## src/rtl/uart_tx_cfg_if.sv

```systemverilog
// Purpose: producer-to-UART handshake bundle (character, valid/ready) plus line and status outputs.
// Latency: none, wires only.
// Backpressure: o_ready from the transmitter gates i_valid from the producer.
// Ports: i_data/i_valid driven by the producer (master); o_ready/o_tx/o_busy/o_done driven by the transmitter (slave).
interface uart_tx_cfg_if #(
  parameter int DATA_BITS = 8
);
  logic [DATA_BITS-1:0] i_data;
  logic                 i_valid;
  logic                 o_ready;
  logic                 o_tx;
  logic                 o_busy;
  logic                 o_done;

  modport master (
    output i_data,
    output i_valid,
    input  o_ready,
    input  o_tx,
    input  o_busy,
    input  o_done
  );

  modport slave (
    input  i_data,
    input  i_valid,
    output o_ready,
    output o_tx,
    output o_busy,
    output o_done
  );
endinterface

```

## src/rtl/uart_tx_cfg.sv

```systemverilog
// Purpose: parametrised UART transmitter (5..9 data bits, none/odd/even parity, 1 or 2 stop bits).
// Latency: start bit on o_tx the edge after accept; frame lasts DIV*(1+DATA_BITS+parity+STOP_BITS) clocks.
// Backpressure: o_ready high only in IDLE; i_valid outside IDLE is ignored, never queued.
// Ports: clk, rst_n (synchronous, active low); bus = uart_tx_cfg_if.slave carrying
//        i_data, i_valid (in) and o_ready, o_tx, o_busy, o_done (out).
module uart_tx_cfg #(
  parameter int CLOCK_FREQ = 50_000_000,
  parameter int BAUD_RATE  = 9600,
  parameter int DATA_BITS  = 8,
  parameter int PARITY     = 0,
  parameter int STOP_BITS  = 1
) (
  input  logic         clk,
  input  logic         rst_n,
  uart_tx_cfg_if.slave bus
);

  localparam int DIV   = CLOCK_FREQ / BAUD_RATE;
  localparam int CNT_W = (DIV > 1) ? $clog2(DIV) : 1;
  localparam logic [CNT_W-1:0] CNT_LAST  = CNT_W'(DIV - 1);
  localparam logic [3:0]       DATA_LAST = 4'(DATA_BITS - 1);
  localparam logic [3:0]       STOP_LAST = 4'(STOP_BITS - 1);

  // Reject unsupported configurations at elaboration.
  generate
    if (DATA_BITS < 5 || DATA_BITS > 9) begin : g_bad_data_bits
      $error("uart_tx_cfg: DATA_BITS must be 5..9");
    end
    if (PARITY < 0 || PARITY > 2) begin : g_bad_parity
      $error("uart_tx_cfg: PARITY must be 0, 1 or 2");
    end
    if (STOP_BITS != 1 && STOP_BITS != 2) begin : g_bad_stop_bits
      $error("uart_tx_cfg: STOP_BITS must be 1 or 2");
    end
    if (DIV < 2) begin : g_bad_div
      $error("uart_tx_cfg: CLOCK_FREQ/BAUD_RATE must be at least 2");
    end
  endgenerate

  typedef enum logic [2:0] {
    S_IDLE,
    S_START,
    S_DATA,
    S_PARITY,
    S_STOP
  } state_t;

  state_t               state_q, state_d;
  logic [CNT_W-1:0]     cnt_q, cnt_d;
  logic [3:0]           bit_q, bit_d;
  logic [DATA_BITS-1:0] shift_q, shift_d;
  logic                 par_q, par_d;
  logic                 tx_q, tx_d;
  logic                 busy_q, busy_d;
  logic                 done_q, done_d;

  always_comb begin
    state_d = state_q;
    cnt_d   = cnt_q;
    bit_d   = bit_q;
    shift_d = shift_q;
    par_d   = par_q;
    tx_d    = tx_q;
    busy_d  = busy_q;
    done_d  = 1'b0;

    if (state_q == S_IDLE) begin
      if (bus.i_valid) begin
        // Accept: baud timing restarts here so the start bit is a full DIV clocks.
        shift_d = bus.i_data;
        par_d   = (PARITY == 1) ? ~^bus.i_data : ^bus.i_data;
        state_d = S_START;
        cnt_d   = '0;
        bit_d   = '0;
        tx_d    = 1'b0;
        busy_d  = 1'b1;
      end
    end else if (cnt_q != CNT_LAST) begin
      cnt_d = cnt_q + 1'b1;
    end else begin
      // Bit boundary: the line level for the next bit is loaded on this same
      // edge as the state change, so o_tx never lags the state.
      cnt_d = '0;
      case (state_q)
        S_START: begin
          state_d = S_DATA;
          tx_d    = shift_q[0];
        end
        S_DATA: begin
          if (bit_q == DATA_LAST) begin
            bit_d = '0;
            if (PARITY != 0) begin
              state_d = S_PARITY;
              tx_d    = par_q;
            end else begin
              state_d = S_STOP;
              tx_d    = 1'b1;
            end
          end else begin
            // Next data bit is shift_q[1]; it becomes shift_q[0] after the shift.
            bit_d   = bit_q + 4'd1;
            shift_d = shift_q >> 1;
            tx_d    = shift_q[1];
          end
        end
        S_PARITY: begin
          state_d = S_STOP;
          tx_d    = 1'b1;
        end
        S_STOP: begin
          // bit_q counts stop bits here, reusing the data bit counter.
          if (bit_q == STOP_LAST) begin
            state_d = S_IDLE;
            bit_d   = '0;
            busy_d  = 1'b0;
            done_d  = 1'b1;
          end else begin
            bit_d = bit_q + 4'd1;
          end
        end
        default: begin
          state_d = S_IDLE;
          tx_d    = 1'b1;
          busy_d  = 1'b0;
        end
      endcase
    end
  end

  always_ff @(posedge clk) begin
    if (!rst_n) begin
      // Also aborts a frame in flight; no done pulse is produced.
      state_q <= S_IDLE;
      cnt_q   <= '0;
      bit_q   <= '0;
      shift_q <= '0;
      par_q   <= 1'b0;
      tx_q    <= 1'b1;
      busy_q  <= 1'b0;
      done_q  <= 1'b0;
    end else begin
      state_q <= state_d;
      cnt_q   <= cnt_d;
      bit_q   <= bit_d;
      shift_q <= shift_d;
      par_q   <= par_d;
      tx_q    <= tx_d;
      busy_q  <= busy_d;
      done_q  <= done_d;
    end
  end

  assign bus.o_ready = (state_q == S_IDLE);
  assign bus.o_tx    = tx_q;
  assign bus.o_busy  = busy_q;
  assign bus.o_done  = done_q;

endmodule
```

## src/flat_wrapper.sv

```systemverilog
// flat-port wrapper written by rule: the top's interface ports become plain ports
module uart_tx_cfg_flat 
#(
  parameter int CLOCK_FREQ = 50_000_000,
  parameter int BAUD_RATE  = 9600,
  parameter int DATA_BITS  = 8,
  parameter int PARITY     = 0,
  parameter int STOP_BITS  = 1
)
  (clk, rst_n, bus_i_data, bus_i_valid, bus_o_ready, bus_o_tx, bus_o_busy, bus_o_done);
  uart_tx_cfg_if #(.DATA_BITS(DATA_BITS)) bus_i ();
  input  logic clk;
  input  logic rst_n;
  input wire logic [$bits(bus_i.i_data)-1:0] bus_i_data;
  input wire logic [$bits(bus_i.i_valid)-1:0] bus_i_valid;
  output wire logic [$bits(bus_i.o_ready)-1:0] bus_o_ready;
  output wire logic [$bits(bus_i.o_tx)-1:0] bus_o_tx;
  output wire logic [$bits(bus_i.o_busy)-1:0] bus_o_busy;
  output wire logic [$bits(bus_i.o_done)-1:0] bus_o_done;
  assign bus_i.i_data = bus_i_data;
  assign bus_i.i_valid = bus_i_valid;
  assign bus_o_ready = bus_i.o_ready;
  assign bus_o_tx = bus_i.o_tx;
  assign bus_o_busy = bus_i.o_busy;
  assign bus_o_done = bus_i.o_done;
  uart_tx_cfg #(.CLOCK_FREQ(CLOCK_FREQ), .BAUD_RATE(BAUD_RATE), .DATA_BITS(DATA_BITS), .PARITY(PARITY), .STOP_BITS(STOP_BITS)) u_core (.clk(clk), .rst_n(rst_n), .bus(bus_i));
endmodule
```

## config.mk

```make
export PLATFORM = sky130hd
export DESIGN_NAME = uart_tx_cfg_flat
export DESIGN_NICKNAME = d
export VERILOG_FILES = /design/src/rtl/uart_tx_cfg_if.sv /design/src/rtl/uart_tx_cfg.sv /design/src/flat_wrapper.sv
export SDC_FILE = /design/constraint.sdc
export NUM_CORES = 1
export LEC_CHECK = 0
export ABC_AREA = 1
export CORE_MARGIN = 1
export CORE_UTILIZATION = 50
export CTS_BUF_LIST = sky130_fd_sc_hd__clkbuf_8
export CTS_CLUSTER_DIAMETER = 30
export DETAILED_ROUTE_END_ITERATION = 16
export PLACE_DENSITY_LB_ADDON = 0.25
export SYNTH_ARGS = -nofsm -noshare
export SYNTH_HDL_FRONTEND = slang
export SYNTH_SLANG_ARGS = --single-unit
```

## constraint.sdc

```tcl
create_clock -name clk -period 1.3 [get_ports clk]
set_input_delay 0.39 -clock clk [delete_from_list [all_inputs] [get_ports clk]]
set_output_delay 0.39 -clock clk [all_outputs]
set_load 0.005 [all_outputs]
```

---- After elaboration in Yosys (flattened, before gate mapping) ----
Cells that the tools add are included.
word-level totals
  latch bits .............................. 0
  memories ................................ 0
  output and inout port bits .............. 4
  register bits after elaboration ......... 31
  ROM bits ................................ 0
  bits in writable memories ............... 0
operators by class
  $lt $le $gt $ge ......................... 0
  multiplexer cells ....................... 31
  shift-type cells ........................ 0
  equal/unequal tests ..................... 13
  $mul .................................... 0
  bitwise logic cells ..................... 2
  div/mod/pow operators ................... 0
  reduce and logical (&&, ||, !) cells .... 11
  $add $sub $neg .......................... 2
operators by type and width
  operator               number
  $mux 8                 5
  $mux 13                3
  $mux 4                 5
  $mux 3                 5
  $add 13x1->13 const B  1
  $ne 13x13->1 const B   1
  $pmux 3 s4             1
  $reduce_and 4->1       3
  $mux 1                 9
  $ne 2x2->1 const B     4
  $pmux 4 s2             1
  $eq 3x2->1 const B     2
  $ne 3x2->1 const B     2
  $reduce_and 3->1       2
  $add 4x1->4 const B    1
  $eq 4x3->1 const B     1
  $logic_not 4->1        1
  $reduce_or 4->1        1
  $eq 3x1->1 const B     1
  $eq 3x3->1 const B     1
  $logic_not 3->1        1
  $pmux 1 s3             1
  $reduce_bool 3->1      1
  $reduce_or 3->1        1
  other kinds (4)        5

---- Longest topological paths before layout ----
  depth in word-level cells ............... 5
  depth in mapped cells ................... 9

---- Least setup slack after synthesis ----
Ideal clock, no wire load.
  path kind ............................... register to register
  start point ............................. register u_core.bit_q[0]
  end point ............................... register u_core.state_q[0]
  clock period less this slack ............ 1399 ps
  arrival time ............................ 1258 ps
  cell stages (with the launch flop) ...... 9
  path buffers ............................ 0
  slack ................................... -99 ps
  cell sequence ........................... dfxtp_1 ha_1 nand2_1 nor2_1 nor2_1 a21oi_2 nand3_2 nand2_1 a21oi_1
between the ends
  longest elaborated chain between the ends .. 3
RTL lines
  what                                                  RTL line                               RTL
  from (decl)                                           uart_tx_cfg.sv:50                      logic [3:0] bit_q, bit_d;
  from (signal assigned)                                uart_tx_cfg.sv:144                     bit_q <= bit_d;
  $eq 4x3->1 / $logic_not 4->1 (equally long branches)  uart_tx_cfg.sv:90, uart_tx_cfg.sv:112
  $ne 3x2->1 (no line)                                  -
  $reduce_and 4->1 (no line) (*)                        -
  to (signal assigned)                                  uart_tx_cfg.sv:142                     state_q <= state_d;
  to (decl)                                             uart_tx_cfg.sv:48                      state_t state_q, state_d;
Every way passes the cells marked *; elsewhere a longest branch is shown, timed or not.
A chain may end at the register's enable or synchronous reset.

---- Final worst setup path ----
  start point ............................. register u_core.cnt_q[1]
  end point ............................... register u_core.shift_q[7]
between the ends
  longest elaborated chain between the ends .. 3
RTL lines
  what                        RTL line            RTL
  from (decl)                 uart_tx_cfg.sv:49   logic [CNT_W-1:0] cnt_q, cnt_d;
  from (signal assigned)      uart_tx_cfg.sv:143  cnt_q <= cnt_d;
  $ne 13x13->1                uart_tx_cfg.sv:78   end else if (cnt_q != CNT_LAST) begin
  $ne 2x2->1 (no line)        -
  $reduce_and 4->1 (no line)  -
  to (signal assigned)        uart_tx_cfg.sv:145  shift_q <= shift_d;
  to (decl)                   uart_tx_cfg.sv:51   logic [DATA_BITS-1:0] shift_q, shift_d;
Every way passes these cells.

==> results.md <==
* Status: finished, violations left
* Violated checks: setup timing
* Initial antenna violation count at 0
* Most frequent cells after synthesis: nand2_1 (75), dfxtp_1 (31), inv_1 (27), nand3_1 (27), nor2_1 (21)
* Startpoint type of the worst setup path: flip-flop
* Net count, final at 354
* DRC at 0
* Power density cells at 1820 mW/mm^2
* Die outline height at 63.6 um
* Pre-CTS WS at -0.365 ns
* Post-synth ARST share at 0%
* Worst-Margin Slew at 0.289 ns
* Arr. time, crit path at 1.59 ns
* Max cap viols at 0
* Unique cell type count in the Yosys netlist at 30
* Core Area at 0.00366 mm^2
* Vias per inst at 5.27
* Fmax at 727 MHz
* EDFF count, synth at 0
* Class of the most critical setup path: flip-flop to flip-flop
* CTS Buffer Depth at 2
* Clk slew on worst S/H paths at 0.07 ns
* CP max FO at 7
* Initial core utilization at 51.8%
* First-pass GRT wire length at 8.25 mm
* Register area share after synthesis at 32.7%
* Ports at 15
* Cts hold-fix bufs at 0
* Clock Latency Late Sink at 0.29 ns
* Row count at 22
* Seq cells post-synth at 31
* Initial drt markers at 173
* Post-detail-place hpwl at 3.29 mm
* Final Slew Violations at 0
* H-tree Lvls at 2
* FF-to-FF setup slack at -0.08 ns
* Dpl cells at 374
* Die W at 63.6 um
* Ys Warns at 0
* Clock skew at 0.00656 ns
* CTS tree: yes
* Post-synth net total at 288
* Die area at 0.00405 mm^2
* Hold Crit Endpoint: u_core.bus.o_busy
* Critical Path Sink Type: flip-flop
* Drt total wl at 5.18 mm
* RSZ-0062 raised after global routing: yes
* Placer Congestion at 0.913
* Synth Flop Type: dfxtp_1
* Worst reg2reg path depth at 9
* Final Hold Fails at 0
* Synth top area share at 32.7%
* Synth-to-layout area growth at 44.5%
* WL/cell at 13.3 um
* Origin of the worst min-delay path: u_core.bus.o_busy
* Relative max-transition margin at 80.7%
* Total negative slack at -1.37 ns
* Mapped Area at 0.00190 mm^2
* Min Tclk post-route at 1.38 ns
* Clock tree root driver cell: clkbuf_8
* Vias at 2044
* Final Non-Filler Cells at 388
* Vias in the first global route at 1962
* Synth area leaders: dfxtp_1 (33%), nand2_1 (15%), nand3_1 (7.1%)
* Worst hold path class: flip-flop to flip-flop
* Most frequent cell after synthesis: nand2_1
* Fin worst setup slack at -0.0760 ns
* Mean post-synth cell area at 6.93 um^2
* Fin crit share at 106%
* Crit Reg-Reg Startpoint: u_core.cnt_q[1]
* Antenna Cells at 0
* Hold Path Depth at 2
* GRT Util Overall at 26.5%
* Critical path required time at 1.52 ns
* Reg2reg end: u_core.shift_q[7]
* CTS sink cnt at 31
* Largest net degree at the start of global routing at 16
* IR Drop Worst-Case VDD at 0.872 mV
* Number of buffers created by CTS at 5
* First drt pass iteration count at 4
* Remaining antenna violation count at 0
* # port buffers at 14
* Fraction of layout cells with a size suffix above 1 at 40.6%
* Cell taking the most area after synthesis: dfxtp_1
* Synth Instances at 274
* Worst hold slack at 0.463 ns
* Congestion Overflow GR at 0
* LEAKAGE at 1.18 nW
* Final setup vio count at 27
* # fillers at 294
[stage by stage]
stage | area, um^2 | util, % | power, mW
3_3_place_gp | 2400 | 65.6 | 3.63
3_5_place_dp | 2400 | 65.6 | 3.68
5_1_grt | 2740 | 74.9 | 5.33
2_1_floorplan | 1930 | - | 2.98
4_1_cts | 2640 | 72.0 | 4.82
6_report | 2740 | 74.9 | 4.98
[worst max-delay path by stage]
| stage | from | end | slack (ns) |
|---|---|---|---|
| floorplan | u_core.cnt_q[0] | u_core.shift_q[1] | 0.02 |
| global placement | bus_i_valid | u_core.cnt_q[6] | -0.33 |
| CTS | u_core.state_q[0] | bus_o_ready | -0.09 |
| finish | u_core.cnt_q[1] | u_core.shift_q[7] | -0.08 |
| detailed placement | bus_i_valid | u_core.cnt_q[12] | -0.36 |
| global route | u_core.state_q[0] | u_core.bit_q[3] | -0.17 |
[critical path, stage by stage (launching register included)]
cell,delay [ns]
dfxtp_2,0.35
ha_4,0.15
nand2_4,0.07
nor2_4,0.11
nand3_4,0.14
nand2_8,0.15
nand3_4,0.12
nand2_2,0.09
nand2_1,0.04
nor2_1,0.09
[sequential cells by signal (all words and copies together), names as in the netlist]
name               cells
u_core.bit_q           4
u_core.bus.o_done      1
u_core.bus.o_busy      1
u_core.bus.o_tx        1
u_core.cnt_q          13
u_core.state_q         3
u_core.shift_q         8
[metal layers]
metal	wire (um)	vias to the layer above	share of wire (%)	global-route usage [%]
li1	-	1033	-	-
met1	2130	943	41	28.6
met2	2670	51	52	48.0
met3	214	17	4.1	6.34
met4	161	0	3.1	11.9
met5	0	-	0	0
[cells by family after synthesis]
kind of cell	Yosys count	share of synthesized area [%]
compound gates	37	12.9
fa+ha+maj	3	1.98
buf+inv	40	11.1
flops	31	32.7
simple gates	163	41.3
[area by class of cell]
class                           count  area (um^2)  share of cell area (%)
Clock buffer                        6         82.6                    3.01
Clock inverter                      1         5.00                   0.182
Inverter                           31          129                    4.70
Multi-Input combinational cell    206         1270                    46.3
Sequential cell                    31          634                    23.1
Tap cell                           48         60.1                    2.19
Timing Repair Buffer               65          563                    20.5
[timing repair]
item	in CTS	in global routing
setup endpoints to repair	35	32
gates resized for setup	37	29
gates cloned	2	1
buffers inserted	3	2
pin swaps	13	16
[cell usage in the layout, fill, tap and decap left out, types with 2 or more instances in the layout]
cell,instances
dfxtp_2,5
nor3_1,3
nand3_1,23
clkdlybuf4s50_1,10
clkbuf_8,6
nor2_2,4
buf_4,43
a21oi_1,12
dfxtp_1,24
a21oi_2,14
o21ai_1,2
buf_6,7
dlygate4sd2_1,3
nand2_2,17
inv_1,22
nand3_4,3
nand4_1,14
nor3_2,3
ha_4,2
nand2_8,2
dfxtp_4,2
inv_2,7
o21ai_0,5
nand2_4,4
nand3_2,5
nor2_1,14
nor2_4,5
nand2_1,68
[report_power, final]
part           internal (mW)  switching, mW
clock network          0.415          0.371
registers               1.17          0.150
logic                   1.24           1.64
total                   2.82           2.16
No activity file was read; power rests on OpenSTA's default activity.
